[src/rtl/bg_pattern_fader.sv]
// bg_pattern_fader: four-pattern VGA background (RRRGGGBB) whose mode changes
// cross-fade through black, one brightness step per FADE_FRAMES frames.
module bg_pattern_fader #(
    parameter int X_SIZE      = 640,
    parameter int Y_SIZE      = 480,
    parameter int BORDER      = 10,
    parameter int TILE_LOG2   = 5,
    parameter int FADE_FRAMES = 1
) (
    input  logic        clk,
    input  logic        resetN,
    input  logic        startOfFrame,
    input  logic [1:0]  bgState,
    input  logic [10:0] pixelX,
    input  logic [10:0] pixelY,
    output logic [7:0]  BG_RGB,
    output logic        fadeBusy
);
    localparam logic [10:0] XS      = 11'(X_SIZE);
    localparam logic [10:0] YS      = 11'(Y_SIZE);
    localparam logic [10:0] BD      = 11'(BORDER);
    localparam logic [3:0]  FF_LAST = 4'(FADE_FRAMES - 1);

    typedef enum logic [1:0] {IDLE, FADE_OUT, SWAP, FADE_IN} state_t;

    state_t      state_q, state_d;
    logic [3:0]  level_q, level_d, div_q, div_d;
    logic [1:0]  mode_q, mode_d, target_q, target_d;
    logic [10:0] off_q, off_d;
    logic        busy_q, busy_d;
    logic [7:0]  rgb_q, rgb_d, pat;
    logic [10:0] sx_raw, sx;
    logic [2:0]  idx, r_o, g_o;
    logic [1:0]  b_o;
    logic        border, chk, in_frame, step;

    always_comb begin
        in_frame = (pixelX < XS) && (pixelY < YS);
        border   = (pixelX < BD) || (pixelX >= XS - BD) || (pixelY < BD) || (pixelY >= YS - BD);
        chk      = 1'((pixelX >> TILE_LOG2) ^ (pixelY >> TILE_LOG2));
        sx_raw   = pixelX + off_q;
        sx       = (sx_raw >= XS) ? sx_raw - XS : sx_raw;
        idx      = 3'(sx >> TILE_LOG2);
        pat      = (mode_q == 2'd0) ? 8'h10 :
                   (mode_q == 2'd1) ? (border ? 8'hFF : 8'h03) :
                   (mode_q == 2'd2) ? (chk ? 8'h49 : 8'h92) : {idx, ~idx, 2'b01};
        r_o      = 3'(({3'b0, pat[7:5]} * {2'b0, level_q}) >> 3);
        g_o      = 3'(({3'b0, pat[4:2]} * {2'b0, level_q}) >> 3);
        b_o      = 2'(({4'b0, pat[1:0]} * {2'b0, level_q}) >> 3);
        rgb_d    = in_frame ? {r_o, g_o, b_o} : 8'h00;
    end

    // All FSM activity is gated by startOfFrame so transitions never tear a frame.
    always_comb begin
        state_d  = state_q;
        level_d  = level_q;
        div_d    = div_q;
        mode_d   = mode_q;
        target_d = target_q;
        busy_d   = busy_q;
        off_d    = off_q;
        step     = (div_q == FF_LAST);
        if (startOfFrame) begin
            off_d = (off_q == XS - 11'd1) ? 11'd0 : off_q + 11'd1;
            div_d = step ? 4'd0 : div_q + 4'd1;
            case (state_q)
                IDLE: begin
                    div_d = 4'd0;
                    if (bgState != mode_q) begin
                        target_d = bgState;
                        busy_d   = 1'b1;
                        state_d  = FADE_OUT;
                    end
                end
                FADE_OUT: if (step) begin
                    level_d = level_q - 4'd1;
                    if (level_q == 4'd1) state_d = SWAP;
                end
                SWAP: begin
                    div_d   = 4'd0;
                    mode_d  = target_q;
                    state_d = FADE_IN;
                end
                default: if (step) begin
                    level_d = level_q + 4'd1;
                    if (level_q == 4'd7) begin
                        state_d = IDLE;
                        busy_d  = 1'b0;
                    end
                end
            endcase
        end
    end

    always_ff @(posedge clk or negedge resetN) begin
        if (!resetN) begin
            state_q  <= IDLE;
            level_q  <= 4'd8;
            div_q    <= 4'd0;
            mode_q   <= 2'd0;
            target_q <= 2'd0;
            off_q    <= 11'd0;
            busy_q   <= 1'b0;
            rgb_q    <= 8'h00;
        end else begin
            state_q  <= state_d;
            level_q  <= level_d;
            div_q    <= div_d;
            mode_q   <= mode_d;
            target_q <= target_d;
            off_q    <= off_d;
            busy_q   <= busy_d;
            rgb_q    <= rgb_d;
        end
    end

    assign BG_RGB   = rgb_q;
    assign fadeBusy = busy_q;
endmodule

[config.mk]
export PLATFORM = sky130hd
export DESIGN_NAME = bg_pattern_fader
export DESIGN_NICKNAME = d
export VERILOG_FILES = /design/src/rtl/bg_pattern_fader.sv
export SDC_FILE = /design/constraint.sdc
export NUM_CORES = 1
export LEC_CHECK = 0
export ABC_AREA = 1
export BUFFER_PORTS_ARGS = -buffer_cell sky130_fd_sc_hd__buf_4
export CORE_AREA = 4 4 71 87
export DETAILED_ROUTE_END_ITERATION = 16
export DIE_AREA = 0 0 75 91
export PLACE_DENSITY = 0.76
export SLEW_MARGIN = 20
export SYNTH_ARGS = -nofsm -noshare
export SYNTH_HDL_FRONTEND = slang
export SYNTH_SLANG_ARGS = --single-unit
[constraint.sdc]
create_clock -name clk -period 3.72 [get_ports clk]
set_clock_uncertainty 0.05 [all_clocks]
set_input_delay 0.186 -clock clk [delete_from_list [all_inputs] [get_ports clk]]
set_output_delay 0.186 -clock clk [all_outputs]
set_load 0.05 [all_outputs]
# ---- Word level (Yosys, flattened, before mapping)
# Index checks and enable logic that the tools add are counted.
dict set report totals {
  ff_bits 34
  inputBits 27
  out_inout_bits 9
  elab_cells 80
}
dict set report classes {
  n_addsub 6
  n_mul 3
  order_cmp 7
  eq_ne 11
  mux 23
  bitwise_logic 4
  reduce_logical 18
}
# op n
set op_table {}
lappend op_table {{$mux W8} 7}
lappend op_table {{$ge A11 B10 Y1 const B} 2}
lappend op_table {{$lt A11 B4 Y1 const B} 2}
lappend op_table {{$mux W4} 4}
lappend op_table {{$mul A3 B4 Y6} 2}
lappend op_table {{$add A11 B1 Y11 const B} 1}
lappend op_table {{$add A11 B11 Y11} 1}
lappend op_table {{$eq A11 B10 Y1 const B} 1}
lappend op_table {{$ge A11 B9 Y1 const B} 1}
lappend op_table {{$lt A11 B10 Y1 const B} 1}
lappend op_table {{$lt A11 B9 Y1 const B} 1}
lappend op_table {{$mux W11} 1}
lappend op_table {{$mux W2} 5}
lappend op_table {{$add A4 B1 Y4 const B} 2}
lappend op_table {{$pmux W4 S2} 1}
lappend op_table {{$sub A8 B8 Y8 const B} 1}
lappend op_table {{$ne A2 B2 Y1 const B} 3}
lappend op_table {{$pmux W2 S3} 1}
lappend op_table {{$reduce_and A3 Y1} 2}
lappend op_table {{$reduce_and A6 Y1} 1}
lappend op_table {{$mul A2 B4 Y5} 1}
lappend op_table {{$reduce_and A5 Y1} 1}
lappend op_table {{$eq A2 B1 Y1 const B} 2}
lappend op_table {{$eq A2 B2 Y1 const B} 2}
lappend op_table {{other kinds (18)} 26}

# ---- Longest topological paths before layout
# Gate-level depths: netlist of run 1.
dict set report depth {
  word_depth 9
  mapped_depth 26
  mapped_depth_nobuf 26
}

# ---- Least setup slack after synthesis of run 1
# No wires, ideal clock.
dict set report synth_timing {
  kind {reg2reg}
  from {register off_q[0]}
  to {register rgb_q[3] (netlist: BG_RGB[3])}
  setup_ps 121
  arrival_ps 3217
  required_time_ps 3549
  setup_slack_ps 332
  path_stages_with_launch 25
  n_path_buf 0
  synth_period_minus_slack_ps 3388
  cell_sequence {dfrtp_1 ha_1 fa_1 nand2_1 nand2_1 nand2_1 nand2_2 nand2_2 nand2_2 nand2_1 nand2_1 nor2_1 nand2_1 nand3_4 nand2_1 inv_1 nand2_1 fa_1 nor2_1 nand2_1 nor2_1 inv_1 fa_1 xor2_1 nor2_1}
}
dict set report synth_via {
  elab_chain_cells 9
  elab_cells_between_ends 10
  cone_classes {add/sub: 2; mul: 1; order compare: 1; mux: 5; bitwise: 1}
}
# element line_no
set synth_lines {}
lappend synth_lines {{from (decl)} 29} ;# logic [10:0] off_q, off_d;
lappend synth_lines {{from (signal assigned)} 102} ;# off_q <= 11'd0;
lappend synth_lines {{from (signal assigned)} 111} ;# off_q <= off_d;
lappend synth_lines {{$add A11 B11 Y11 (*)} 41} ;# sx_raw = pixelX + off_q;
lappend synth_lines {{$ge A11 B10 Y1 or $sub A8 B8 Y8 (tied branches)} 42} ;# sx = (sx_raw >= XS) ? sx_raw - XS : sx_raw;
lappend synth_lines {{$mux W8 (*)} 42}
lappend synth_lines {{$not A3 Y3 (*)} 46} ;# (mode_q == 2'd2) ? (chk ? 8'h49 : 8'h92) : {idx, ~idx, 2'b01};
lappend synth_lines {{$mux W8 (*)} 46}
lappend synth_lines {{$mux W8 (*)} 45} ;# (mode_q == 2'd1) ? (border ? 8'hFF : 8'h03) :
lappend synth_lines {{$mux W8 (*)} 44} ;# pat = (mode_q == 2'd0) ? 8'h10 :
lappend synth_lines {{$mul A3 B4 Y6 (*)} 48} ;# g_o = 3'(({3'b0, pat[4:2]} * {2'b0, level_q}) >> 3);
lappend synth_lines {{$mux W8 (*)} 50} ;# rgb_d = in_frame ? {r_o, g_o, b_o} : 8'h00;
lappend synth_lines {{via rgb_d[3]} 31} ;# logic [7:0] rgb_q, rgb_d, pat;
lappend synth_lines {{to (signal assigned)} 113} ;# rgb_q <= rgb_d;
lappend synth_lines {{to (decl)} 31}
# The timed path passes the listed nets; every way through them passes the cells marked *.
# A chain may end at the register's enable or synchronous reset.

# ---- Worst setup path after layout of run 1
dict set report layout_timing {
  from {register off_q[0]}
  to {register rgb_q[2] (netlist: BG_RGB[2])}
}
# Same word-level chain as after synthesis.

==> reports/summary.txt, run 1 <==
Status: completed
Period utilisation layout: 95.5%
Final setup TNS: 0 ps
Sw Ratio: 48.7%
Port Buffer Count: 34
Static Leakage: 2.02 nW
Setup-failing EPs final: 0
DRT iter0 DRCs: 79
Worst-Margin Slew: 464 ps
Critical path's top delay family: adder cells
CTS Sinks: 34
Hold Startpoint: bgState[0]
Synth Area in XOR/XNOR: 4.27%
Overall routed net length: 6840 um
H-tree levels: 2
Register area share after synthesis: 27.7%
# rows: 29
Startpoint Class: flip-flop
Per-cell routed wire length: 12.3 um
Syn. warnings: 0
Largest net degree at the start of global routing: 35
Gr usage total: 21.0%
Clock latency on the worst-skew pair: 290 ps
Distinct cell type count of the synthesized netlist: 32
Clock slew at reported path FFs: 80 ps
Top-count cell post-synth: nand2_1
Clk pwr share: 15.2%
DR DRC count: 0
CTS tree: done
Combinational power share: 61.2%
IO Pins: 36
Cell mode on critical path: nand2_1
Maximum VDD drop: 0.687 mV
Critical-path cell list: ha_4, fa_2, nand2_1, nand2_1, nand2_2, nand2_2, nand2_2, nand2_2, nand2_1, nand2_1, nor2_1, nand2_1, nand3_4, nand2_4, inv_4, nand2_2, fa_1, nor2_1, nand2_1, nor2_2, inv_1, fa_2, nor2_1
Achievable frequency: 0.281 GHz
Hpwl dp: 5250 um
Total Power: 2.73 mW
Layout fillers: 472
Synth Area in Compound Gates: 7.69%
R2r setup slk: 170 ps
Post-synthesis adder-cell area fraction: 15.9%
Largest buffer count on any clock path: 2
Die area: 6830 um2
FF+latch count, synth: 34
Global-route wire length before repair: 11500 um
CTS buffer count: 5
Max incr delay on CP: 520 ps
Largest family of logic cells by synthesized area: simple AND/OR/NAND/NOR gates
Ys async rst share: 100%
Critical path's slowest cell: fa_2
Area growth from synthesis to layout: 18.2%
WP buf/inv: 2
CP required: 3850 ps
Vias post-DR: 2821
Register-to-Register Path Depth: 23
Pwr dens: 751 nW/um2
Max transition margin: 68.8%
Post-Synth Simple-Gate Area: 34.3%
Area leader, netlist: dfrtp_1
Drt first pass iters: 4
Hold WC Path Type: input pin to flip-flop
Maxcap violations: 0
Number of global-route vias before repair: 2792
Syn_nets: 509
Fin. max-slew vios: 0
Crit end category: flip-flop
Dominant cells by area after synthesis: dfrtp_1, nand2_1, ha_1, inv_1, nor2_1
Max Fanout on Critical Path: 4
Post-Synthesis Cell Area: 3080 um2
P_int: 1.40 mW
Core area: 5260 um2
Flop pwr share: 23.6%
Crit path DAT: 3680 ps
Total grt overflow: 0
Hold path depth: 3
Syn Area/Cell: 6.88 um2
Final net count: 553
Antenna violations before repair: 0
Total net switching power: 1.33 mW
Synth Flop Type: dfrtp_1
Die H: 91 um
Final min period: 3550 ps
Worst Hold End: target_q[0]$_DFFE_PN0P_
RR Endpoint: BG_RGB[2]$_DFF_PN0_
Post-DRT Antenna Nets: 0
Number of synthesized flops with an enable pin: 0
Synth top cells by count: nand2_1, inv_1, nor2_1, dfrtp_1, nand3_1
Die width: 75 um
Vias per cell: 5.09
Synth Instances: 447
N_diodes: 0
Fraction of layout cells with a size suffix above 1: 16.7%
WS Path Type: flip-flop to flip-flop
Routability congestion estimate: 0.869
Final Hold Fails: 0
Top-area cell type share of the netlist area: 26.8%
R2r startpoint: off_q[0]$_DFFE_PN0P_
Initial Util: 58.5%
Mux contribution to synthesized area: 0.366%
CTS root buffer: clkbuf_8
## sequential cells by signal (all words and copies together) (netlist names)
signal / flops
fadeBusy: 1
state_q: 2
mode_q: 2
target_q: 2
BG_RGB: 8
off_q: 11
level_q: 4
div_q: 4
## routing by layer
| layer | GRT usage, % | part of all wire, % | up-vias |
|---|---|---|---|
| li1 | - | - | 1481 |
| met1 | 24.2 | 41 | 1286 |
| met2 | 38.8 | 55 | 44 |
| met3 | 3.09 | 2.5 | 10 |
| met4 | 6.08 | 1.5 | 0 |
| met5 | 0 | 0 | - |
## power by group through the flow
stage	logic [mW]	clock network [mW]	registers (mW)
final	1.67	0.414	0.644
after global routing	1.91	0.441	0.664
after CTS	1.58	0.422	0.638
after detailed placement	1.55	0	0.646
after global placement	1.49	0	0.638
after floorplan	1.23	0	0.632
## stage by stage
step                instances  worst slack [ps]  util (%)  cell area (um2)  hold WS (ps)
floorplan                 447               332         -             3080          -160
global placement          538              90.2      64.3             3380           106
detailed placement        538              9.46      64.3             3380           115
CTS                       547              17.0      67.2             3530           113
global route              554             -37.2      69.1             3640           122
finish                    554               166      69.1             3640           119
## what timing repair did
item	4_1_cts	5_1_grt
buffers inserted	0	7
hold endpoints to repair	33	0
pin swaps	0	10
hold buffers	1	0
resized for setup	1	16
setup endpoints to repair	1	6
## placed cells by master (no fill, tap or decap), drive strengths merged
cell type,Yosys,final
o21ai,18,18
buf,2,41
xnor2,3,3
dlygate4sd3,0,1
dfstp,1,1
a21o,1,1
a21oi,17,17
nor2,68,68
mux2,1,1
nand3b,3,3
nor4,3,3
nand4,5,5
ha,28,28
nand3,32,32
fa,7,7
nand2,122,122
o21bai,3,3
xor2,12,12
o22ai,2,2
a21boi,1,1
nor3,6,6
clkinv,0,1
clkbuf,3,5
bufinv,0,2
nor3b,2,2
or2,1,1
dfrtp,33,33
inv,73,73
## final cells by class
type	instances	area, um2	share of cell area [%]
repair buffers	42	318	8.74
clock buffers	5	68.8	1.89
clock inverters	3	68.8	1.89
flip-flops and latches	34	852	23.4
well taps	62	77.6	2.13
multi-input cells	335	1970	54.3
inverters	73	277	7.60
## tightest hold or removal path, delay by kind of cell
| family | cells | cell delay [ps] |
|---|---|---|
| buffers and inverters | 1 | 90 |
| AND/OR/NAND/NOR | 1 | 40 |
| AO/OA/AOI/OAI | 1 | 100 |
## worst max-delay path by stage
stage / cells past startpoint / to / from / slack [ps]
2_1_floorplan: 24 / BG_RGB[3]$_DFF_PN0_ / off_q[0]$_DFFE_PN0P_ / 330
3_3_place_gp: 24 / BG_RGB[3]$_DFF_PN0_ / off_q[0]$_DFFE_PN0P_ / 90
3_5_place_dp: 24 / BG_RGB[3]$_DFF_PN0_ / off_q[0]$_DFFE_PN0P_ / 9
4_1_cts: 24 / BG_RGB[5]$_DFF_PN0_ / off_q[0]$_DFFE_PN0P_ / 20
5_1_grt: 24 / BG_RGB[3]$_DFF_PN0_ / off_q[0]$_DFFE_PN0P_ / -40
6_report: 23 / BG_RGB[2]$_DFF_PN0_ / off_q[0]$_DFFE_PN0P_ / 170
## kinds of logic (layout without fill, tap and decap cells)
group | Yosys count | in the layout
compound gates | 42 | 42
xor+xnor | 15 | 15
fa+ha+maj | 35 | 35
buf+inv | 78 | 123
flops | 34 | 34
mux | 1 | 1
simple gates | 242 | 242
No activity file was read; power rests on OpenSTA's default activity.
==> run 2, diff against run 1 <==
CORE_AREA = 4 4 74 90   (was 4 4 71 87)
DIE_AREA = 0 0 78 94   (was 0 0 75 91)
PLACE_DENSITY = 0.73   (was 0.76)
clock period = 3.14 ns   (was 3.72 ns; I/O delays follow)
==> run 2 against run 1 <==
Clock power is 20% higher. First-iteration DRC count is 6.3% higher. Sequential cell count stayed put. Design area is 7.9% higher. The run now ends with setup timing left. Largest power group unchanged. Via count is 5.2% higher. Setup slack worse by 480 ps. Clock-buffer cell count stayed put. Critical path depth is 1 higher. Die area is 7.4% higher. Sequential power is 14% higher. Largest cell class unchanged. Total power is 32% higher.
==> reports/summary.txt, run 2 (synthesis gave the netlist of run 1 again) <==
Total grt overflow: 0 (unchanged)
CP required: 3270 ps (-580 ps)
Setup-failing EPs final: 6 (+6)
Unrepaired setup endpoints after global routing: yes
Antenna violations before repair: 0 (unchanged)
Post-route cell area: 3920 um2 (+7.9%)
N_diodes: 0 (unchanged)
Largest register FFs: 11 (unchanged)
Total Power: 3.59 mW (+32%)
Post-Layout Cell Count: 605 (+9.2%)
Critical path's top delay family: adder cells
DRT iter0 DRCs: 84 (+6.3%)
Hold_ws: 75.4 ps (-43.2 ps)
# rows: 31 (+6.9%)
Fraction of layout cells with a size suffix above 1: 23.1% (+6.5 points)
Hpwl dp: 5720 um (+9.0%)
Startpoint Class: flip-flop
Max Fanout on Critical Path: 3 (-1)
Core area: 5860 um2 (+11%)
Static Leakage: 2.16 nW (+7.1%)
Crit path DAT: 3580 ps (-100 ps)
Vias per cell: 4.91 (-3.6%)
Overall routed net length: 7110 um (+4.0%)
CTS root buffer: clkbuf_8
Critical-path cell list: ha_2, fa_2, nand2_1, nand2_1, nand2_2, nand2_2, nand2_2, nand2_2, nand2_1, nand2_1, nor2_2, nand2_2, nand3_4, nand2_4, inv_4, nor2_4, fa_2, nand2_1, inv_1, nand2_2, nor2_4, fa_2, inv_1, nor2_1
CTS Sinks: 34 (unchanged)
Dpl ws: -257 ps (-267 ps)
Clock latency on the worst-skew pair: 300 ps (about the same)
Clock slew at reported path FFs: 80 ps (about the same)
WS Path Type: flip-flop to flip-flop
Max incr delay on CP: 530 ps (about the same)
Most common cell after layout, fill and taps aside: nand2_1
DR DRC count: 0 (unchanged)
Pwr dens: 916 nW/um2 (+22%)
Global-route wire length before repair: 12100 um (+5.3%)
Post-DRT Antenna Nets: 0 (unchanged)
Final net count: 584 (+5.6%)
Final Core Density: 67.0% (-2.1 points)
Inst Count DP: 593 (+10%)
Max transition margin: 66.5% (-2.3 points)
Gr usage total: 20.5% (-0.57 points)
Maximum VDD drop: 0.576 mV (-16%)
Maxcap violations: 0 (unchanged)
Commonest non-fill, non-tap cells in the layout: nand2_1, buf_4, inv_1
Status: complete, but fails checks
Fin. max-slew vios: 0 (unchanged)
Worst-Margin Slew: 498 ps (+34.1 ps)
CTS buffer count: 5 (unchanged)
Die area: 7330 um2 (+7.4%)
IO Pins: 36 (unchanged)
Initial Util: 52.5% (-5.9 points)
Achievable frequency: 0.290 GHz (+3.0%)
Routability congestion estimate: 0.878 (+0.99%)
Biggest register: off_q
Die width: 78 um (+4.0%)
Largest net degree at the start of global routing: 35 (unchanged)
Cell Area, Placed: 3690 um2 (+9.2%)
Port Buffer Count: 34 (unchanged)
WP buf/inv: 3 (+1)
Largest buffer count on any clock path: 2 (unchanged)
CTS tree: done
Final setup TNS: -1520 ps (-1520 ps)
Critical path's slowest cell: fa_2
Die H: 94 um (+3.3%)
Area growth from synthesis to layout: 27.5%
Final Worst Setup Slack: -311 ps (-478 ps)
Crit end category: flip-flop
Cell mode on critical path: nand2_2
Vias post-DR: 2969 (+5.2%)
Hold WC Path Type: input pin to flip-flop
Final Hold Fails: 0 (unchanged)
Number of global-route vias before repair: 2925 (+4.8%)
Drt first pass iters: 4 (unchanged)
Failing checks: setup timing
Final min period: 3450 ps (-102 ps)
Per-cell routed wire length: 11.8 um (-4.8%)
Period utilisation layout: 110% (+14 points)
H-tree levels: 2 (unchanged)
==> run 2: cell count changes in the layout (fill, tap and decap cells not counted), moves of 2 or more <==
cell	previous run	this run
nor2_1	62	60
nand2_1	110	107
fa_1	5	3
nand2_2	10	13
fa_2	2	4
buf_4	41	72
==> run 2: power by group <==
| group | switching (mW) | total (mW) | internal (mW) |
|---|---|---|---|
| Clock | 0.178 | 0.496 | 0.318 |
| Sequential | 0.157 | 0.736 | 0.580 |
| Combinational | 1.32 | 2.36 | 1.04 |
| Total | 1.65 | 3.59 | 1.94 |
==> run 2: routing by layer <==
layer	track usage (%)	wire length [um]	vias up
met5	0	0	-
met4	7.14	136	0
met3	2.98	186	10
met2	40.9	3960	40
met1	21.3	2830	1370
li1	-	-	1549
==> run 2: what timing repair did <==
action	CTS	global route
pin swaps	10	10
gates resized for setup	3	11
setup buffers	2	2
setup endpoints to repair	6	6
hold endpoints to repair	33	0
hold buffers	1	0
==> run 2: area by class of cell <==
cell class | count | area, um2
timing repair buffer | 73 | 551
multi-input combinational | 335 | 2000
fill | 519 | 1930
sequential | 34 | 852
clock buffer | 5 | 68.8
inverter | 73 | 277
tap | 82 | 103
clock inverter | 3 | 68.8
==> run 2: path summary, 6_finish.rpt <==
check | end | cells past startpoint | slack (ps) | startpoint
worst max-delay path | BG_RGB[5]$_DFF_PN0_ | 24 | -310 | off_q[0]$_DFFE_PN0P_
worst min-delay path | target_q[0]$_DFFE_PN0P_ | 3 | 80 | bgState[0]
worst max register to register | BG_RGB[5]$_DFF_PN0_ | 24 | -310 | off_q[0]$_DFFE_PN0P_
worst min register to register | target_q[0]$_DFFE_PN0P_ | 2 | 480 | target_q[0]$_DFFE_PN0P_
max in group asynchronous | level_q[3]$_DFFE_PN1P_ | 2 | 2390 | resetN
min in group asynchronous | off_q[6]$_DFFE_PN0P_ | 2 | 300 | resetN
==> run 2: tightest hold or removal path, stage by stage <==
cell,delay [ps]
buf_4,90
nor2_1,40
a21oi_1,100
